[src/rtl/pixel_frame_sequencer.sv]
// Frame sequencer: streams pixels from frame memory to a processing datapath
// through a 2-entry FIFO and writes the processed results back in address order.
module pixel_frame_sequencer #(
   parameter int ADDR_W = 19,
   parameter int PIX_W  = 24
) (
   input  logic              clk,
   input  logic              reset,
   input  logic              start,
   input  logic              abort,
   input  logic [ADDR_W-1:0] cfg_npix,
   output logic              mem_rd_en,
   output logic [ADDR_W-1:0] mem_rd_addr,
   input  logic [PIX_W-1:0]  mem_rd_data,
   output logic              px_valid,
   output logic [PIX_W-1:0]  px_data,
   input  logic              px_ready,
   input  logic              res_valid,
   input  logic [PIX_W-1:0]  res_data,
   output logic              res_ready,
   output logic              mem_wr_en,
   output logic [ADDR_W-1:0] mem_wr_addr,
   output logic [PIX_W-1:0]  mem_wr_data,
   output logic              busy,
   output logic              done,
   output logic [1:0]        dbg_state
);

   typedef enum logic [1:0] {IDLE = 2'd0, RUN = 2'd1, DRAIN = 2'd2, DONE = 2'd3} state_t;

   state_t            state_q, state_d;
   logic [ADDR_W-1:0] npix_q, npix_d;
   logic [ADDR_W-1:0] rd_cnt_q, rd_cnt_d;
   logic [ADDR_W-1:0] wr_cnt_q, wr_cnt_d;
   logic              inflight_q, inflight_d;
   logic [PIX_W-1:0]  fifo_q [2];
   logic [PIX_W-1:0]  fifo_d [2];
   logic              fifo_wp_q, fifo_wp_d;
   logic              fifo_rp_q, fifo_rp_d;
   logic [1:0]        fifo_cnt_q, fifo_cnt_d;

   logic active, kill, push, pop, rd_room;

   // Handshakes: a transfer happens in any cycle where valid && ready are both
   // high at the rising edge; valid never depends on ready.
   always_comb begin
      active      = (state_q == RUN) || (state_q == DRAIN);
      kill        = active && abort;
      res_ready   = active;
      busy        = active;
      done        = (state_q == DONE);
      dbg_state   = state_q;
      px_valid    = active && !abort && (fifo_cnt_q != 2'd0);
      px_data     = px_valid ? fifo_q[fifo_rp_q] : '0;
      pop         = px_valid && px_ready;
      push        = active && inflight_q;
      // Occupancy is taken net of this cycle's pop so a full-speed consumer
      // sustains one read per cycle without ever exceeding two outstanding.
      rd_room     = (({1'b0, fifo_cnt_q} - {2'b00, pop}) + {2'b00, inflight_q}) < 3'd2;
      mem_rd_en   = (state_q == RUN) && !abort && (rd_cnt_q < npix_q) && rd_room;
      mem_rd_addr = rd_cnt_q;
      mem_wr_en   = active && !abort && res_valid && (wr_cnt_q < npix_q);
      mem_wr_addr = wr_cnt_q;
      mem_wr_data = mem_wr_en ? res_data : '0;
   end

   always_comb begin
      state_d    = state_q;
      npix_d     = npix_q;
      rd_cnt_d   = mem_rd_en ? rd_cnt_q + 1'b1 : rd_cnt_q;
      wr_cnt_d   = mem_wr_en ? wr_cnt_q + 1'b1 : wr_cnt_q;
      inflight_d = mem_rd_en;
      fifo_d     = fifo_q;
      fifo_wp_d  = fifo_wp_q ^ push;
      fifo_rp_d  = fifo_rp_q ^ pop;
      fifo_cnt_d = fifo_cnt_q + {1'b0, push} - {1'b0, pop};
      if (push) fifo_d[fifo_wp_q] = mem_rd_data;

      unique case (state_q)
         IDLE: begin
            if (start) begin
               npix_d   = cfg_npix;
               rd_cnt_d = '0;
               wr_cnt_d = '0;
               state_d  = (cfg_npix == '0) ? DONE : RUN;
            end
         end
         RUN:   if (rd_cnt_q == npix_q) state_d = DRAIN;
         DRAIN: if (wr_cnt_q == npix_q) state_d = DONE;
         DONE:  state_d = IDLE;
         default: state_d = IDLE;
      endcase

      // Abort drops everything buffered or still returning from memory.
      if (kill) begin
         state_d    = IDLE;
         inflight_d = 1'b0;
         fifo_wp_d  = 1'b0;
         fifo_rp_d  = 1'b0;
         fifo_cnt_d = 2'd0;
      end
   end

   always_ff @(posedge clk or posedge reset) begin
      if (reset) begin
         state_q    <= IDLE;
         npix_q     <= '0;
         rd_cnt_q   <= '0;
         wr_cnt_q   <= '0;
         inflight_q <= 1'b0;
         fifo_q     <= '{default: '0};
         fifo_wp_q  <= 1'b0;
         fifo_rp_q  <= 1'b0;
         fifo_cnt_q <= 2'd0;
      end else begin
         state_q    <= state_d;
         npix_q     <= npix_d;
         rd_cnt_q   <= rd_cnt_d;
         wr_cnt_q   <= wr_cnt_d;
         inflight_q <= inflight_d;
         fifo_q     <= fifo_d;
         fifo_wp_q  <= fifo_wp_d;
         fifo_rp_q  <= fifo_rp_d;
         fifo_cnt_q <= fifo_cnt_d;
      end
   end

endmodule

[config.mk]
export PLATFORM = sky130hd
export DESIGN_NAME = pixel_frame_sequencer
export DESIGN_NICKNAME = d
export VERILOG_FILES = /design/src/rtl/pixel_frame_sequencer.sv
export SDC_FILE = /design/constraint.sdc
export NUM_CORES = 1
export LEC_CHECK = 0
export ABC_AREA = 1
export BUFFER_PORTS_ARGS = -buffer_cell sky130_fd_sc_hd__buf_2
export CORE_MARGIN = 2
export CORE_UTILIZATION = 40
export CTS_CLUSTER_DIAMETER = 50
export DETAILED_ROUTE_END_ITERATION = 10
export SYNTH_ARGS = -nofsm -noshare
export SYNTH_HDL_FRONTEND = slang
export SYNTH_SLANG_ARGS = --single-unit
[constraint.sdc]
create_clock -name clk -period 3.99 [get_ports clk]
set_clock_uncertainty 0.2 [all_clocks]
set_input_delay 0.399 -clock clk [delete_from_list [all_inputs] [get_ports clk]]
set_output_delay 0.399 -clock clk [all_outputs]
set_load 0.1 [all_outputs]
==> results of run 1 <==
==> final cells by class <==
cell class / instances / share of cell area
multi-input cells: 678 / 0.4180
flip-flops and latches: 112 / 0.3264
repair buffers: 177 / 0.1080
inverters: 171 / 0.07586
well taps: 225 / 0.03276
clock buffers: 9 / 0.02621
clock inverters: 7 / 0.01238
diodes: 1 / 0.0002912
==> critical path: cells and delay by family (launching register included) <==
kind,cells,cell delay [ns]
simple gates,5,0.65
compound gates,2,0.18
flops,1,0.41
fa+ha+maj,2,0.87
buf+inv,6,0.58
==> registers in the layout (all words and copies together), names as in the netlist <==
name,cells
fifo_rp_q,1
fifo_q,48
mem_rd_addr,19
npix_q,19
fifo_cnt_q,2
fifo_wp_q,1
mem_wr_addr,19
dbg_state,2
inflight_q,1
==> logic make-up after synthesis <==
family,Yosys count
compound gates,108
buf+inv,203
xor+xnor,7
simple gates,489
flops,112
mux,24
fa+ha+maj,49
==> timing repair <==
action                                 CTS  global route
setup endpoints to repair                0             1
endpoints found under the hold margin    0             0
resized for setup                        0             0
setup buffers                            0             1
==> power by group <==
part           switching [mW]  internal [mW]  total (mW)
combinational            1.93          0.670        2.60
clock                   0.512          0.466       0.977
sequential              0.169           1.45        1.62
==> Yosys cell counts, drive strengths merged <==
master and instances:
a21oi 53, fa 1, mux2 24, inv 171
dfrtp 112, ha 48, nor3 10, a21o 3
nand3 65, o21ai 52, xnor2 1, buf 17
clkbuf 15, nand2 212, nand4 15, nor4 1
nand3b 1, xor2 6, nor2 185
==> per-layer routing <==
| layer | GRT usage | wire length, µm |
|---|---|---|
| met3 | 0.04893 | 1426 |
| met5 | 0 | 40 |
| met1 | 0.2908 | 9104 |
| met4 | 0.05212 | 252 |
| met2 | 0.3223 | 8420 |
==> through the flow <==
| step | utilization | instances | cell area [µm²] | hold slack, ns |
|---|---|---|---|---|
| 2_1_floorplan | - | 992 | 7199 | 0.2530 |
| 3_3_place_gp | 0.4749 | 1361 | 8243 | 0.2660 |
| 3_5_place_dp | 0.4749 | 1361 | 8243 | 0.2730 |
| 4_1_cts | 0.4940 | 1377 | 8574 | 0.03072 |
| 5_1_grt | 0.4950 | 1379 | 8591 | 0.05019 |
| 6_report | 0.4951 | 1380 | 8593 | 0.01613 |
==> worst max-delay path by stage <==
stage / start / endpoint / slack [ns] / cells past startpoint
detailed placement: dbg_state[1] / mem_rd_en / 0.53 / 16
global route: dbg_state[0] / mem_rd_en / 0.15 / 15
finish: dbg_state[0] / mem_rd_en / 0.33 / 15
global placement: dbg_state[1] / mem_rd_en / 0.58 / 16
floorplan: dbg_state[1] / mem_rd_en / -0.15 / 15
CTS: dbg_state[1] / mem_rd_en / 0.11 / 16
==> impl_metrics.tcl, run 1 <==
set metrics [dict create \
    multiInputGateArea_mm2 0.003592 \
    hold_viol 0 \
    ant_nets 0 \
    layout_common_cells "nand2_1, nor2_1, buf_2, inv_1, dfrtp_1" \
    portBuffers 166 \
    syn_inst 992 \
    antenna_found_initial 3 \
    start_util 0.4109 \
    outcome "completed" \
    io_pins 167 \
    power.density_mw_per_mm2 604.3 \
    first_pass_iters 4 \
    nFillCells 1760 \
    synth_area_leaders "dfrtp_1, nand2_1, nor2_1" \
    reg2reg_depth 17 \
    cts_hold_buf 0 \
    rows 48 \
    leakagePower_nw 4.808 \
    cpPeakStageDelay_ns 0.56 \
    syn-num-nets 1114 \
    grt_usage 0.2073 \
    rsz0062_at_grt "no" \
    syn_area_mm2 0.007132 \
    arrival_ns 3.06 \
    htree_levels 3 \
    ff_latch_area_mm2 0.002805 \
    crit_chain "inv_2, ha_4, inv_2, nor2_2, o21ai_4, clkinvlp_4, nand2_2, nor2_2, o21ai_2, fa_2, nand3_4, inv_2, nand3_4, clkinvlp_4, buf_12" \
    slew_violations 0 \
    die_x_um 137.5 \
    vdd_ir_drop_max_mv 0.9913 \
    synth_seq_area_share 0.3930 \
    crit_path_end_kind "output port" \
    synth-simple-area-share 0.2837 \
    synthMuxAreaShare 0.03789 \
    r2r_start "dbg_state[0]" \
    synth_compound_gate_area_share 0.07684 \
    grt_remaining_overflow 0 \
    clkSinkCount 112 \
    reg2reg_slack_ns 0.70 \
    min_period_ns 3.660 \
    core_mm2 0.01736 \
    cp-start-kind "flop" \
    wl_mm 19.24 \
    crit_fanout 7 \
    worst_pin_slew_ns 0.9370 \
    yosys.area.top_type "dfrtp_1" \
    post_drt_wl_per_cell_um 13.94 \
    gp_routability_congestion 0.8425 \
    layout.cells.most_common "nand2_1" \
    power.total_mw 5.193 \
    drc 0 \
    syn2layout_area_growth_pct 20.49 \
    clk_pin_slew_ns 0.09 \
    drive_above_1_share 0.2166 \
    cts_tree "yes" \
    cts_buffer_depth 2 \
    syn_area_per_cell_um2 7.189 \
    synthXorXnorAreaFrac 0.008596 \
    cp_common_cell "inv_2" \
    yosys_warnings 0 \
    max_freq_mhz 273.2 \
    r2r_end "mem_rd_addr[15]" \
    die_area_mm2 0.01891 \
    cp.required_ns 3.39 \
    nNetsFinal 1271 \
    synth_top_area_frac 0.3930 \
    cts_buffers 9 \
    vias_per_cell 4.830 \
    hold_class "input port to asynchronous set/reset pin" \
    dpl_worst_slack_ns 0.5302 \
    slowest_stage "fa_2" \
    die_y_um 137.5 \
    synthDistinctLibCells 29 \
    synth_top_family_by_area "simple AND/OR/NAND/NOR gates" \
    grt_pass1_vias 6021 \
    cts_root_buf "clkbuf_16" \
    clock_latency_ns 0.36 \
    yosys.area_share.adder 0.08702 \
    initialDrtViolationCount 385 \
    dp_hpwl_mm 14.14 \
    fin_ws_ns 0.3298 \
    drv_cap 0 \
    grt_max_degree 74 \
    setup_viol 0 \
    grt_pass1_wl_mm 30.59 \
    crit_type "flop to output port" \
    setup-tns-final_ns 0 \
    period_share 0.9173 \
    synth-seq-cells 112 \
    num_vias 6665 \
    max_slew_margin 0.3753 \
]
No activity file was read; power rests on OpenSTA's default activity.
==> inputs of run 2 (changes only) <==
- ABC_AREA: 1 -> not set
- SLEW_MARGIN: not set -> 10
==> run 2 against run 1 <==
  * Wire length shrank 8.3%
  * Area after synthesis down 9.8%
  * Combinational power up 10%
  * Synthesized cell count shrank 35%
  * Via count down 16%
  * Cell count fell by 25%
  * Clock-buffer cell count rose by 1
  * Clock power decreased by 9.2%
  * Setup slack worse by 0.21 ns
  * Critical endpoint unchanged
  * Largest cell class unchanged
  * Largest power group unchanged
==> impl_metrics.tcl, run 2 <==
set metrics [dict create \
    synth-edff-count 0 \
    core_mm2 0.01577 \
    synth_area_leaders "dfrtp_1, ha_1, mux2_2" \
    async_reset_ff_frac 1.000 \
    outcome "completed" \
    setup_viol 0 \
    syn2layout_area_growth_pct 29.21 \
    first_pass_iters 4 \
    ff_latch_area_mm2 0.002805 \
    cp-start-kind "flop" \
    synthDistinctLibCells 43 \
    cp.required_ns 3.39 \
    max_slew_margin 0.3649 \
    wl_mm 17.65 \
    synth_most_common_cell "dfrtp_1" \
    min_period_ns 3.868 \
    io_pins 167 \
    initialDrtViolationCount 251 \
    syn-num-nets 770 \
    cts_hold_buf 0 \
    slowest_stage "fa_1" \
    dp_hpwl_mm 12.76 \
    reg2reg_depth 16 \
    die_area_mm2 0.01710 \
    crit_chain "inv_4, ha_4, and2b_2, o21ai_4, clkinvlp_4, nand2_4, xnor2_2, nand2_1, fa_1, nand2_1, nor4_2, o21ai_1, a21o_4, nor2_4, buf_12" \
    synth_top_family_by_area "simple AND/OR/NAND/NOR gates" \
    syn_area_per_cell_um2 9.923 \
    grt_pass1_vias 5532 \
    cts_tree "yes" \
    gp_routability_congestion 0.8180 \
    largest_reg_flops 48 \
    synth_compound_gate_area_share 0.1123 \
    period_share 0.9695 \
    yosys.area.top_type "dfrtp_1" \
    ant_nets 0 \
    post_drt_wl_per_cell_um 17.05 \
    num_vias 5573 \
    worst_pin_slew_ns 0.9526 \
    grt_pass1_wl_mm 27.53 \
    antenna_found_initial 1 \
    synth_top_area_frac 0.4359 \
    rsz0062_at_grt "yes" \
    clkSinkCount 112 \
    layout.cells.most_common "buf_2" \
    syn_inst 648 \
    htree_levels 3 \
    leakagePower_nw 3.957 \
    crit_path_end_kind "output port" \
    yosys.area_share.adder 0.09652 \
    syn_area_mm2 0.006430 \
    hold_viol 0 \
    die_y_um 130.8 \
    arrival_ns 3.27 \
    cp_common_cell "nand2_1" \
    fin_ws_ns 0.1217 \
    cts_buffers 9 \
    multiInputGateArea_mm2 0.003451 \
    drc 0 \
    final_util 0.5268 \
    portBuffers 166 \
    nFillCells 1488 \
    cpPeakStageDelay_ns 0.48 \
    hold_slack_ns 0.01064 \
    nNetsFinal 935 \
    layout_common_cells "buf_2, dfrtp_1, nand2_1, a21oi_1, mux2_2" \
    die_x_um 130.8 \
    synthXorXnorAreaFrac 0.009535 \
    start_util 0.4077 \
    cts_root_buf "clkbuf_16" \
    yosys_warnings 0 \
    top_register "fifo_q" \
    synthMuxAreaShare 0.1261 \
    drive_above_1_share 0.3423 \
    vias_per_cell 5.385 \
    power.density_mw_per_mm2 657.0 \
    synth_commonest_cells "dfrtp_1, nand2_1, a21oi_1" \
    rows 46 \
    grt_max_degree 89 \
    grt_usage 0.2050 \
    synth-seq-cells 112 \
    clk_pin_slew_ns 0.08 \
    hold_class "input port to asynchronous set/reset pin" \
    synth-simple-area-share 0.1788 \
    synth_flop_cell "dfrtp_1" \
    crit_fanout 4 \
    crit_type "flop to output port" \
    drv_cap 0 \
    cts_buffer_depth 2 \
    grt_remaining_overflow 0 \
    slew_violations 0 \
    synth_seq_area_share 0.4359 \
    dpl_worst_slack_ns 0.02406 \
    vdd_ir_drop_max_mv 0.3479 \
    power.total_mw 5.459 \
    clock_latency_ns 0.36 \
    max_freq_mhz 258.5 \
]
[run 2: changes by cell type in the layout (fill, tap and decap cells not counted), sizes merged, moves of 10 or more]
cell   change
o31ai     +25
buf       +10
inv      -136
or4       +27
nand2    -155
and2      +29
mux2i     +27
o21ai     -16
nand3     -49
mux2      +24
nor2     -151
[run 2: area by class of cell]
type,count,area share
clock buffer,10,0.02756
multi-input combinational,470,0.4154
sequential,112,0.3377
timing repair buffer,187,0.1642
inverter,33,0.01627
clock inverter,6,0.006175
tap,216,0.03253
antenna,1,0.0003012
[run 2: timing repair]
action / 4_1_cts / 5_1_grt
gates cloned: 1 / 0
endpoints found under the setup margin: 1 / 1
pin swaps: 0 / 5
gates resized for setup: 3 / 4
buffers inserted: 2 / 9
[run 2: logic make-up (layout without fill, tap and decap cells)]
group | count (synthesis) | after routing
other | 0 | 1
multiplexers | 75 | 75
XOR/XNOR | 7 | 7
buffers and inverters | 67 | 236
adder cells (fa/ha/maj) | 49 | 49
flip-flops | 112 | 112
AND/OR/NAND/NOR | 214 | 214
AO/OA/AOI/OAI | 124 | 125
[run 2: worst paths after layout]
kind	from	endpoint	slack, ns
max reg2reg	dbg_state[0]	mem_rd_addr[5]	0.29
max	dbg_state[0]	mem_rd_en	0.12
min in group clk	cfg_npix[0]	npix_q[0]	0.05
min reg2reg	fifo_q[35]	fifo_q[35]	0.31
max in group asynchronous	reset	fifo_q[21]	2.74
min	reset	mem_wr_addr[17]	0.01
[run 2: power breakdown]
group,switching [mW],total [mW],internal (mW)
clock network,0.451,0.887,0.435
logic,1.92,2.87,0.947
registers,0.201,1.70,1.50
[run 2: worst max-delay path: cells and delay by family (launching register included)]
kind,cells,cell delay [ns]
simple gates,6,0.81
compound gates,3,0.45
xor+xnor,1,0.11
fa+ha+maj,2,0.68
buf+inv,3,0.40
flops,1,0.45
[run 2: routing by layer]
metal	wire, µm	vias to the layer above	track usage	part of all wire
li1	-	2666	-	-
met1	7609	2715	0.2612	0.43
met2	8653	173	0.3514	0.49
met3	1095	19	0.05171	0.062
met4	293	0	0.04944	0.017
met5	0	-	0	0
[run 2: stage by stage]
stage / cell area [µm²] / TNS [ns] / std cells
floorplan: 6495 / -8.895 / 648
global placement: 7901 / 0 / 1006
detailed placement: 7901 / 0 / 1006
CTS: 8218 / 0 / 1025
global route: 8308 / -0.02945 / 1035
finish: 8308 / 0 / 1035
